===== config.mk =====
export PLATFORM = sky130hd
export DESIGN_NAME = stack_ctrl_flat
export DESIGN_NICKNAME = d
export VERILOG_FILES = /design/src/rtl/stack_pkg.sv /design/src/rtl/stack_ctrl_if.sv /design/src/rtl/stack_ctrl.sv /design/src/flat_wrapper.sv
export SDC_FILE = /design/constraint.sdc
export NUM_CORES = 1
export LEC_CHECK = 0
export CAP_MARGIN = 20
export CORE_MARGIN = 3
export CORE_UTILIZATION = 25
export DETAILED_ROUTE_END_ITERATION = 8
export HOLD_SLACK_MARGIN = 0.08
export PLACE_DENSITY = 0.57
export SLEW_MARGIN = 20
export SYNTH_ARGS = -nofsm -noshare
export SYNTH_HDL_FRONTEND = slang
export SYNTH_SLANG_ARGS = --single-unit

===== constraint.sdc =====
create_clock -name clk -period 2.25 [get_ports clk]
set_input_delay 0.3375 -clock clk [delete_from_list [all_inputs] [get_ports clk]]
set_output_delay 0.3375 -clock clk [all_outputs]
set_load 0.01 [all_outputs]

===== src/rtl/stack_pkg.sv =====
// Shared definitions for the shift-register stack controller.
// Holds the two-state FSM encoding, the shift-direction codes the stack
// expects on its dir input, and the default stack depth.
package stack_pkg;

  typedef enum logic {
    IDLE  = 1'b0,
    SHIFT = 1'b1
  } state_e;

  localparam logic DIR_PUSH = 1'b1;
  localparam logic DIR_POP  = 1'b0;

  localparam int DEPTH_DEFAULT = 4;

endpackage


===== src/rtl/stack_ctrl_if.sv =====
// Host-side request/response bundle for stack_ctrl.
// The master (host) raises push_req/pop_req with push_bit and waits for
// req_ready. The slave (controller) answers with req_ready and returns popped
// data as pop_bit qualified by the one-cycle pop_valid strobe.
interface stack_ctrl_if;

  logic push_req;
  logic push_bit;
  logic pop_req;
  logic req_ready;
  logic pop_valid;
  logic pop_bit;

  modport master (
    output push_req, push_bit, pop_req,
    input  req_ready, pop_valid, pop_bit
  );

  modport slave (
    input  push_req, push_bit, pop_req,
    output req_ready, pop_valid, pop_bit
  );

endinterface


===== src/rtl/stack_ctrl.sv =====
// Upstream controller for a DEPTH-deep bidirectional shift-register stack.
// Accepts one push or pop per two cycles from the host, tracks occupancy,
// drives the stack's in/enb/dir pins for one shift per accepted operation,
// returns popped bits, and keeps sticky overflow/underflow flags.
//
// Ports:
//   clk, rst          clock and synchronous active-high reset
//   host              request/response bundle (slave side)
//   clr_err           clears err_ovf/err_unf (a same-cycle new error wins)
//   sr_in/enb/dir     drive the stack's in/enb/dir pins
//   sr_top            current top of stack (stack out3)
//   level             occupancy 0..DEPTH
//   full, empty       decoded from level
//   err_ovf, err_unf  sticky push-while-full / pop-while-empty flags
module stack_ctrl
  import stack_pkg::*;
#(
  parameter int DEPTH = DEPTH_DEFAULT,
  parameter int LVL_W = $clog2(DEPTH + 1)
) (
  input  logic             clk,
  input  logic             rst,
  stack_ctrl_if.slave      host,
  input  logic             clr_err,
  output logic             sr_in,
  output logic             sr_enb,
  output logic             sr_dir,
  input  logic             sr_top,
  output logic [LVL_W-1:0] level,
  output logic             full,
  output logic             empty,
  output logic             err_ovf,
  output logic             err_unf
);

  localparam logic [LVL_W-1:0] LVL_MAX = LVL_W'(DEPTH);
  localparam logic [LVL_W-1:0] LVL_ONE = LVL_W'(1);

  state_e           state_q, state_d;
  logic [LVL_W-1:0] level_q, level_d;
  logic             sr_enb_q, sr_enb_d;
  logic             sr_dir_q, sr_dir_d;
  logic             sr_in_q, sr_in_d;
  logic             pop_valid_q, pop_valid_d;
  logic             pop_bit_q, pop_bit_d;
  logic             err_ovf_q, err_ovf_d;
  logic             err_unf_q, err_unf_d;
  logic             is_full, is_empty;

  // Occupancy decodes double as the guards that keep level from wrapping.
  assign is_full  = (level_q == LVL_MAX);
  assign is_empty = (level_q == '0);

  // Next-state logic. clr_err is applied first so that an error event in the
  // same cycle overrides it. Push wins a simultaneous request unless the
  // stack is full, in which case the pop is serviced and the push is dropped
  // silently. sr_enb is raised only for the cycle spent in SHIFT.
  always_comb begin
    state_d     = state_q;
    level_d     = level_q;
    sr_enb_d    = 1'b0;
    sr_dir_d    = sr_dir_q;
    sr_in_d     = sr_in_q;
    pop_valid_d = 1'b0;
    pop_bit_d   = pop_bit_q;
    err_ovf_d   = clr_err ? 1'b0 : err_ovf_q;
    err_unf_d   = clr_err ? 1'b0 : err_unf_q;

    case (state_q)
      IDLE: begin
        if (host.push_req && !is_full) begin
          sr_dir_d = DIR_PUSH;
          sr_in_d  = host.push_bit;
          sr_enb_d = 1'b1;
          level_d  = level_q + LVL_ONE;
          state_d  = SHIFT;
        end else if (host.pop_req) begin
          if (!is_empty) begin
            pop_bit_d   = sr_top;
            pop_valid_d = 1'b1;
            sr_dir_d    = DIR_POP;
            sr_enb_d    = 1'b1;
            level_d     = level_q - LVL_ONE;
            state_d     = SHIFT;
          end else begin
            err_unf_d = 1'b1;
          end
        end else if (host.push_req) begin
          err_ovf_d = 1'b1;
        end
      end
      SHIFT:   state_d = IDLE;
      default: state_d = IDLE;
    endcase
  end

  // State and registered outputs. Reset returns everything, including an
  // in-flight SHIFT, to idle; the stack itself is cleared by the same reset.
  always_ff @(posedge clk) begin
    if (rst) begin
      state_q     <= IDLE;
      level_q     <= '0;
      sr_enb_q    <= 1'b0;
      sr_dir_q    <= 1'b0;
      sr_in_q     <= 1'b0;
      pop_valid_q <= 1'b0;
      pop_bit_q   <= 1'b0;
      err_ovf_q   <= 1'b0;
      err_unf_q   <= 1'b0;
    end else begin
      state_q     <= state_d;
      level_q     <= level_d;
      sr_enb_q    <= sr_enb_d;
      sr_dir_q    <= sr_dir_d;
      sr_in_q     <= sr_in_d;
      pop_valid_q <= pop_valid_d;
      pop_bit_q   <= pop_bit_d;
      err_ovf_q   <= err_ovf_d;
      err_unf_q   <= err_unf_d;
    end
  end

  assign host.req_ready = (state_q == IDLE);
  assign host.pop_valid = pop_valid_q;
  assign host.pop_bit   = pop_bit_q;
  assign sr_in          = sr_in_q;
  assign sr_enb         = sr_enb_q;
  assign sr_dir         = sr_dir_q;
  assign level          = level_q;
  assign full           = is_full;
  assign empty          = is_empty;
  assign err_ovf        = err_ovf_q;
  assign err_unf        = err_unf_q;

endmodule

===== src/flat_wrapper.sv =====
// flat-port wrapper written by rule: the top's interface ports become plain ports
module stack_ctrl_flat import stack_pkg::*;
#(
  parameter int DEPTH = DEPTH_DEFAULT,
  parameter int LVL_W = $clog2(DEPTH + 1)
)
  (clk, rst, clr_err, sr_in, sr_enb, sr_dir, sr_top, level, full, empty, err_ovf, err_unf, host_push_req, host_push_bit, host_pop_req, host_req_ready, host_pop_valid, host_pop_bit);
  stack_ctrl_if host_i ();
  input  logic clk;
  input  logic rst;
  input  logic clr_err;
  output logic sr_in;
  output logic sr_enb;
  output logic sr_dir;
  input  logic sr_top;
  output logic [LVL_W-1:0] level;
  output logic full;
  output logic empty;
  output logic err_ovf;
  output logic err_unf;
  input wire logic [$bits(host_i.push_req)-1:0] host_push_req;
  input wire logic [$bits(host_i.push_bit)-1:0] host_push_bit;
  input wire logic [$bits(host_i.pop_req)-1:0] host_pop_req;
  output wire logic [$bits(host_i.req_ready)-1:0] host_req_ready;
  output wire logic [$bits(host_i.pop_valid)-1:0] host_pop_valid;
  output wire logic [$bits(host_i.pop_bit)-1:0] host_pop_bit;
  assign host_i.push_req = host_push_req;
  assign host_i.push_bit = host_push_bit;
  assign host_i.pop_req = host_pop_req;
  assign host_req_ready = host_i.req_ready;
  assign host_pop_valid = host_i.pop_valid;
  assign host_pop_bit = host_i.pop_bit;
  stack_ctrl #(.DEPTH(DEPTH), .LVL_W(LVL_W)) u_core (.clk(clk), .rst(rst), .host(host_i), .clr_err(clr_err), .sr_in(sr_in), .sr_enb(sr_enb), .sr_dir(sr_dir), .sr_top(sr_top), .level(level), .full(full), .empty(empty), .err_ovf(err_ovf), .err_unf(err_unf));
endmodule

## Word level (Yosys, flattened, before mapping)

Cells that the tools add are included.

| storage, ports and cells | value |
|---|---|
| output and inout port bits | 13 |
| logic and storage cells | 45 |
| flip-flop bits (word level) | 11 |

| cells by class | value |
|---|---|
| bitwise operators | 3 |
| eq/ne operators | 2 |
| reduce and logical (&&, ||, !) cells | 9 |
| muxes and demuxes | 20 |
| add/sub/neg operators | 2 |

Operators by type and width:

| cell | count |
|---|---|
| $mux 1 | 16 |
| $mux 3 | 3 |
| $reduce_and 4->1 | 1 |
| $add 3x1->3 const B | 1 |
| $eq 3x3->1 const B | 1 |
| $logic_not 3->1 | 1 |
| $not 1->1 | 3 |
| $reduce_and 3->1 | 1 |
| $reduce_or 3->1 | 1 |
| $sub 3x1->3 const B | 1 |
| $ne 2x1->1 const B | 1 |
| $pmux 1 s2 | 1 |
| $reduce_and 2->1 | 1 |
| $reduce_bool 2->1 | 1 |
| $reduce_or 2->1 | 1 |
| $logic_and 1x1->1 | 1 |
| $logic_not 1->1 | 1 |

## Depth between registers and ports, before layout

| depth | value |
|---|---|
| word-level depth | 5 |
| gate-level depth with buffers | 6 |
| depth with buffers taken out | 6 |

## Worst setup path after synthesis

No wires, ideal clock.

| path | value |
|---|---|
| kind | flip-flop to flip-flop |
| from | register u_core.level_q[0] (netlist: u_core.level[0]) |
| to | register u_core.level_q[2] (netlist: u_core.level[2]) |
| cell stages (with the launch flop) | 7 |
| path buffers | 0 |
| path slack | 499 ps |
| data arrival time | 1660 ps |
| cells stage by stage | dfxtp_1 -> or3b_4 -> nand2_1 -> fa_1 -> o21ba_2 -> a221oi_1 -> a311oi_1 |

| between the ends | value |
|---|---|
| longest elaborated chain between the ends | 5 |
| elaborated cells on any way between the ends | 12 |
| those cells by class | 2 x add/sub; 2 x eq/ne; 3 x mux; 5 x reduce/logical |

RTL lines:

| item | line | source |
|---|---|---|
| from (decl) | stack_ctrl.sv:40 | `logic [LVL_W-1:0] level_q, level_d;` |
| from (signal assigned) | stack_ctrl.sv:112 | `level_q <= level_d;` |
| branches (longest 5 deep; another with $sub 3x1->3) | - |  |

Several ways; the timed one is not identified. The select of a mux whose other input is x is not followed.
A chain may end at the register's enable or synchronous reset.

## Worst setup path in the final report

| path | value |
|---|---|
| from | register u_core.level_q[2] (netlist: u_core.level[2]) |
| to | output port full |

| between the ends | value |
|---|---|
| longest elaborated chain between the ends | 1 |

RTL lines:

| item | line | source |
|---|---|---|
| $eq 3x3->1 | stack_ctrl.sv:51 | `assign is_full = (level_q == LVL_MAX);` |
| to (decl) | flat_wrapper.sv:17 | `output logic full;` |

No other way between the ends.

==> results by group <==
Outcome
  – Status: finished clean

Place
  – DP HPWL: 903 um
  – Port bufs: 19
  – Gpl congestion: 0.776
  – Dpl cell area: 723 um2
  – Placed cell count: 98

GRT
  – GRT Util Overall: 0.101
  – Largest net degree at the start of global routing: 14
  – Vias in the first global route: 435
  – Antenna violations before repair: 0
  – GR Overflow Total: 0
  – First-pass GRT wire length: 1890 um

Power and ir drop
  – Power density over the cells: 1120 nW/um2
  – Clock power frac: 0.191
  – Combinational share of power: 0.477
  – Pleak: 0.286 nW
  – Worst VDD drop: 0.463 mV
  – Internal: 0.000558 W
  – Sw frac: 0.342
  – Sw Pwr: 0.000290 W
  – Register share of total power: 0.331

Final layout
  – Synthesis-to-finish area growth: 52.1%
  – Layout Cells excl Fill: 102
  – Diodes inserted: 0
  – Final Cell Area: 759 um2
  – Fin util: 0.422
  – Nets@finish: 86
  – Share of cells above drive strength 1: 0.117

Detailed routing
  – Via density: 4.48
  – Final WL: 1170 um
  – DRC Markers: 0
  – First-pass iteration count of the detailed router: 4
  – DR vias: 457
  – Post-route ant nets: 0
  – Initial drt markers: 5
  – Routed length per instance: 11.5 um

Yosys
  – Post-Synth Simple-Gate Area: 0.266
  – Ranking of synthesized cells by area: dfxtp_1, nand2b_1, nor2b_1, mux2i_1, fa_1
  – Syn Inst Count: 54
  – Register bit total from synthesis: 10
  – Syn Nets: 62
  – Synth Area in Adders: 0.0401
  – Mapped Avg Cell Area: 9.24 um2
  – Cell Area, Synth: 499 um2
  – Synth Area in XOR/XNOR: 0.0175
  – Compound-Gate Fraction of Synth Area: 0.160
  – Synth top area share: 0.401
  – Post-synth cell types: 23
  – Yosys warns: 0
  – Mux contribution to synthesized area: 0.0827
  – Register area share after synthesis: 0.401
  – Largest family of logic cells by synthesized area: simple AND/OR/NAND/NOR gates
  – Post-synth top area cell: dfxtp_1

Die
  – Die Y: 50.7 um
  – Rows: 15
  – Starting Density: 0.277
  – DIE WIDTH: 50.7 um
  – Core Box Area: 1800 um2
  – Num ports: 20
  – Die ar.: 2570 um2

STA
  – Unrepaired setup endpoints after global routing: no
  – Max Clk Rate: 477 MHz
  – Clk_skew: 3.45 ps
  – Worst rel slew slack: 0.706
  – Crit path time final: 2100 ps
  – Max-slew violation count: 0
  – Worst-margin pin slew: 440 ps
  – Hold WS: 478 ps
  – Setup TNS: 0 ps
  – Number of setup violations in the final report: 0
  – Final hold vios: 0
  – Period utilisation layout: 0.932

Worst setup path
  – CP Max Fanout: 6
  – RR Startpoint: u_core.level[0]
  – Critical Setup Path Class: flip-flop to output port
  – R2R cell count: 6
  – Worst EP required: 1910 ps
  – Reg-to-reg slack, setup: 420 ps
  – CP Launch Type: flip-flop
  – RR Endpoint: u_core.level[2]
  – WP data arrival: 1760 ps
  – Crit end category: output port

Clock tree
  – CTS tree: yes
  – TritonCTS buffer count: 3
  – Clock Latency Late Sink: 260 ps
  – Worst-path clk slew: 70 ps
  – H-tree depth: 1
  – Worst-case clock buffer depth: 2
  – Post-CTS Hold Buffers: 0
  – Root buffer cell: clkbuf_4
  – CTS sink count: 10
  – Post-cts sizing count: 0
  – Postcts setup bufs: 0

Worst hold path
  – WHS Endpoint: u_core.sr_in
  – Tightest Hold Check Type: flip-flop to flip-flop
  – Hold path depth: 2
  – Hold Startpoint: u_core.sr_in

Run
  – Max-capacitance violation count: 0
==> worst max-delay path: stages, from the launching register on <==
cell and delay [ps]:
dfxtp_1 440, or3b_4 440, inv_1 80, clkdlybuf4s50_1 530
==> layout make-up <==
class                      count  area (um2)
inverter                       3        11.3
clock buffer                   4        36.3
multi-input combinational     40         283
timing repair buffer          20         198
sequential                    10         200
fill                         203        1040
tap                           25        31.3
==> routing by layer <==
layer / vias up / part of all wire / wire length (um) / global-route usage
met4: 0 / 0 / 0 / 0.0404
met2: 15 / 0.46 / 533 / 0.157
met3: 0 / 0.066 / 77 / 0.0564
met5: - / 0 / 0 / 0
li1: 234 / - / - / -
met1: 208 / 0.48 / 556 / 0.114
==> cell families (layout without fill, tap and decap cells) <==
kind of cell             Yosys count  count (layout)
AO/OA/AOI/OAI                     11              11
XOR/XNOR                           1               1
adder cells (fa/ha/maj)            1               1
buffers and inverters              4              27
flip-flops                        10              10
multiplexers                       4               4
AND/OR/NAND/NOR                   23              23
==> worst max path at each step <==
stage | start | end | slack [ps] | cells after the start
after floorplan | u_core.level[0] | u_core.level[2] | 500 | 6
after global placement | host_push_req | u_core.level[2] | 230 | 6
after detailed placement | host_push_req | u_core.level[2] | 200 | 6
after CTS | u_core.level[2] | full | 150 | 3
after global routing | u_core.level[2] | full | 70 | 3
final | u_core.level[2] | full | 150 | 3
==> power by group through the flow <==
| stage | Clock, W | Sequential [W] | Combinational [W] |
|---|---|---|---|
| CTS | 0.000169 | 0.000284 | 0.000412 |
| finish | 0.000162 | 0.000281 | 0.000405 |
| global placement | 0 | 0.000287 | 0.000406 |
| floorplan | 0 | 0.000295 | 0.000203 |
| detailed placement | 0 | 0.000288 | 0.000410 |
| global route | 0.000178 | 0.000293 | 0.000433 |
==> sequential cells by signal (all words and copies together), names as in the netlist <==
signal / count
u_core.err_ovf: 1
u_core.state_q: 1
u_core.sr_dir: 1
u_core.err_unf: 1
u_core.host.pop_bit: 1
u_core.level: 3
u_core.host.pop_valid: 1
u_core.sr_in: 1
==> placed cells by master, fill, tap and decap left out <==
cell type        synthesis  routed
clkbuf_4                 0       3
clkbuf_8                 0       1
a21oi_1                  3       3
dfxtp_1                 10      10
nand2_1                  2       2
o21ai_0                  3       3
fa_1                     1       1
nor3b_1                  2       2
mux2i_1                  3       3
mux2_2                   1       1
nor2b_1                  5       5
nor3_1                   1       1
buf_4                    0       1
a221oi_1                 1       1
nand2b_1                 5       5
clkdlybuf4s50_1          0      19
o21ba_2                  1       1
or3b_4                   1       1
nor2_1                   5       5
nand3_1                  1       1
o32a_1                   1       1
inv_1                    3       3
or2b_1                   1       1
a211oi_2                 1       1
xor2_1                   1       1
a311oi_1                 1       1
==> cells in the mapped netlist <==
| cell type | number |
|---|---|
| a21oi_1 | 3 |
| xor2_1 | 1 |
| nand2_1 | 2 |
| a221oi_1 | 1 |
| o21ai_0 | 3 |
| a211oi_2 | 1 |
| nand2b_1 | 5 |
| or2b_1 | 1 |
| nor2_1 | 5 |
| nor2b_1 | 5 |
| nor3_1 | 1 |
| dfxtp_1 | 10 |
| nor3b_1 | 2 |
| nand3_1 | 1 |
| mux2i_1 | 3 |
| fa_1 | 1 |
| a311oi_1 | 1 |
| o32a_1 | 1 |
| mux2_2 | 1 |
| o21ba_2 | 1 |
| buf_2 | 1 |
| inv_1 | 3 |
| or3b_4 | 1 |
==> stage by stage <==
| step | total power, W | worst slack [ps] |
|---|---|---|
| 6_report | 0.000849 | 154 |
| 2_1_floorplan | 0.000498 | 499 |
| 5_1_grt | 0.000904 | 70.2 |
| 3_5_place_dp | 0.000698 | 198 |
| 3_3_place_gp | 0.000693 | 234 |
| 4_1_cts | 0.000864 | 148 |
Power figures use the tool's default switching activity.
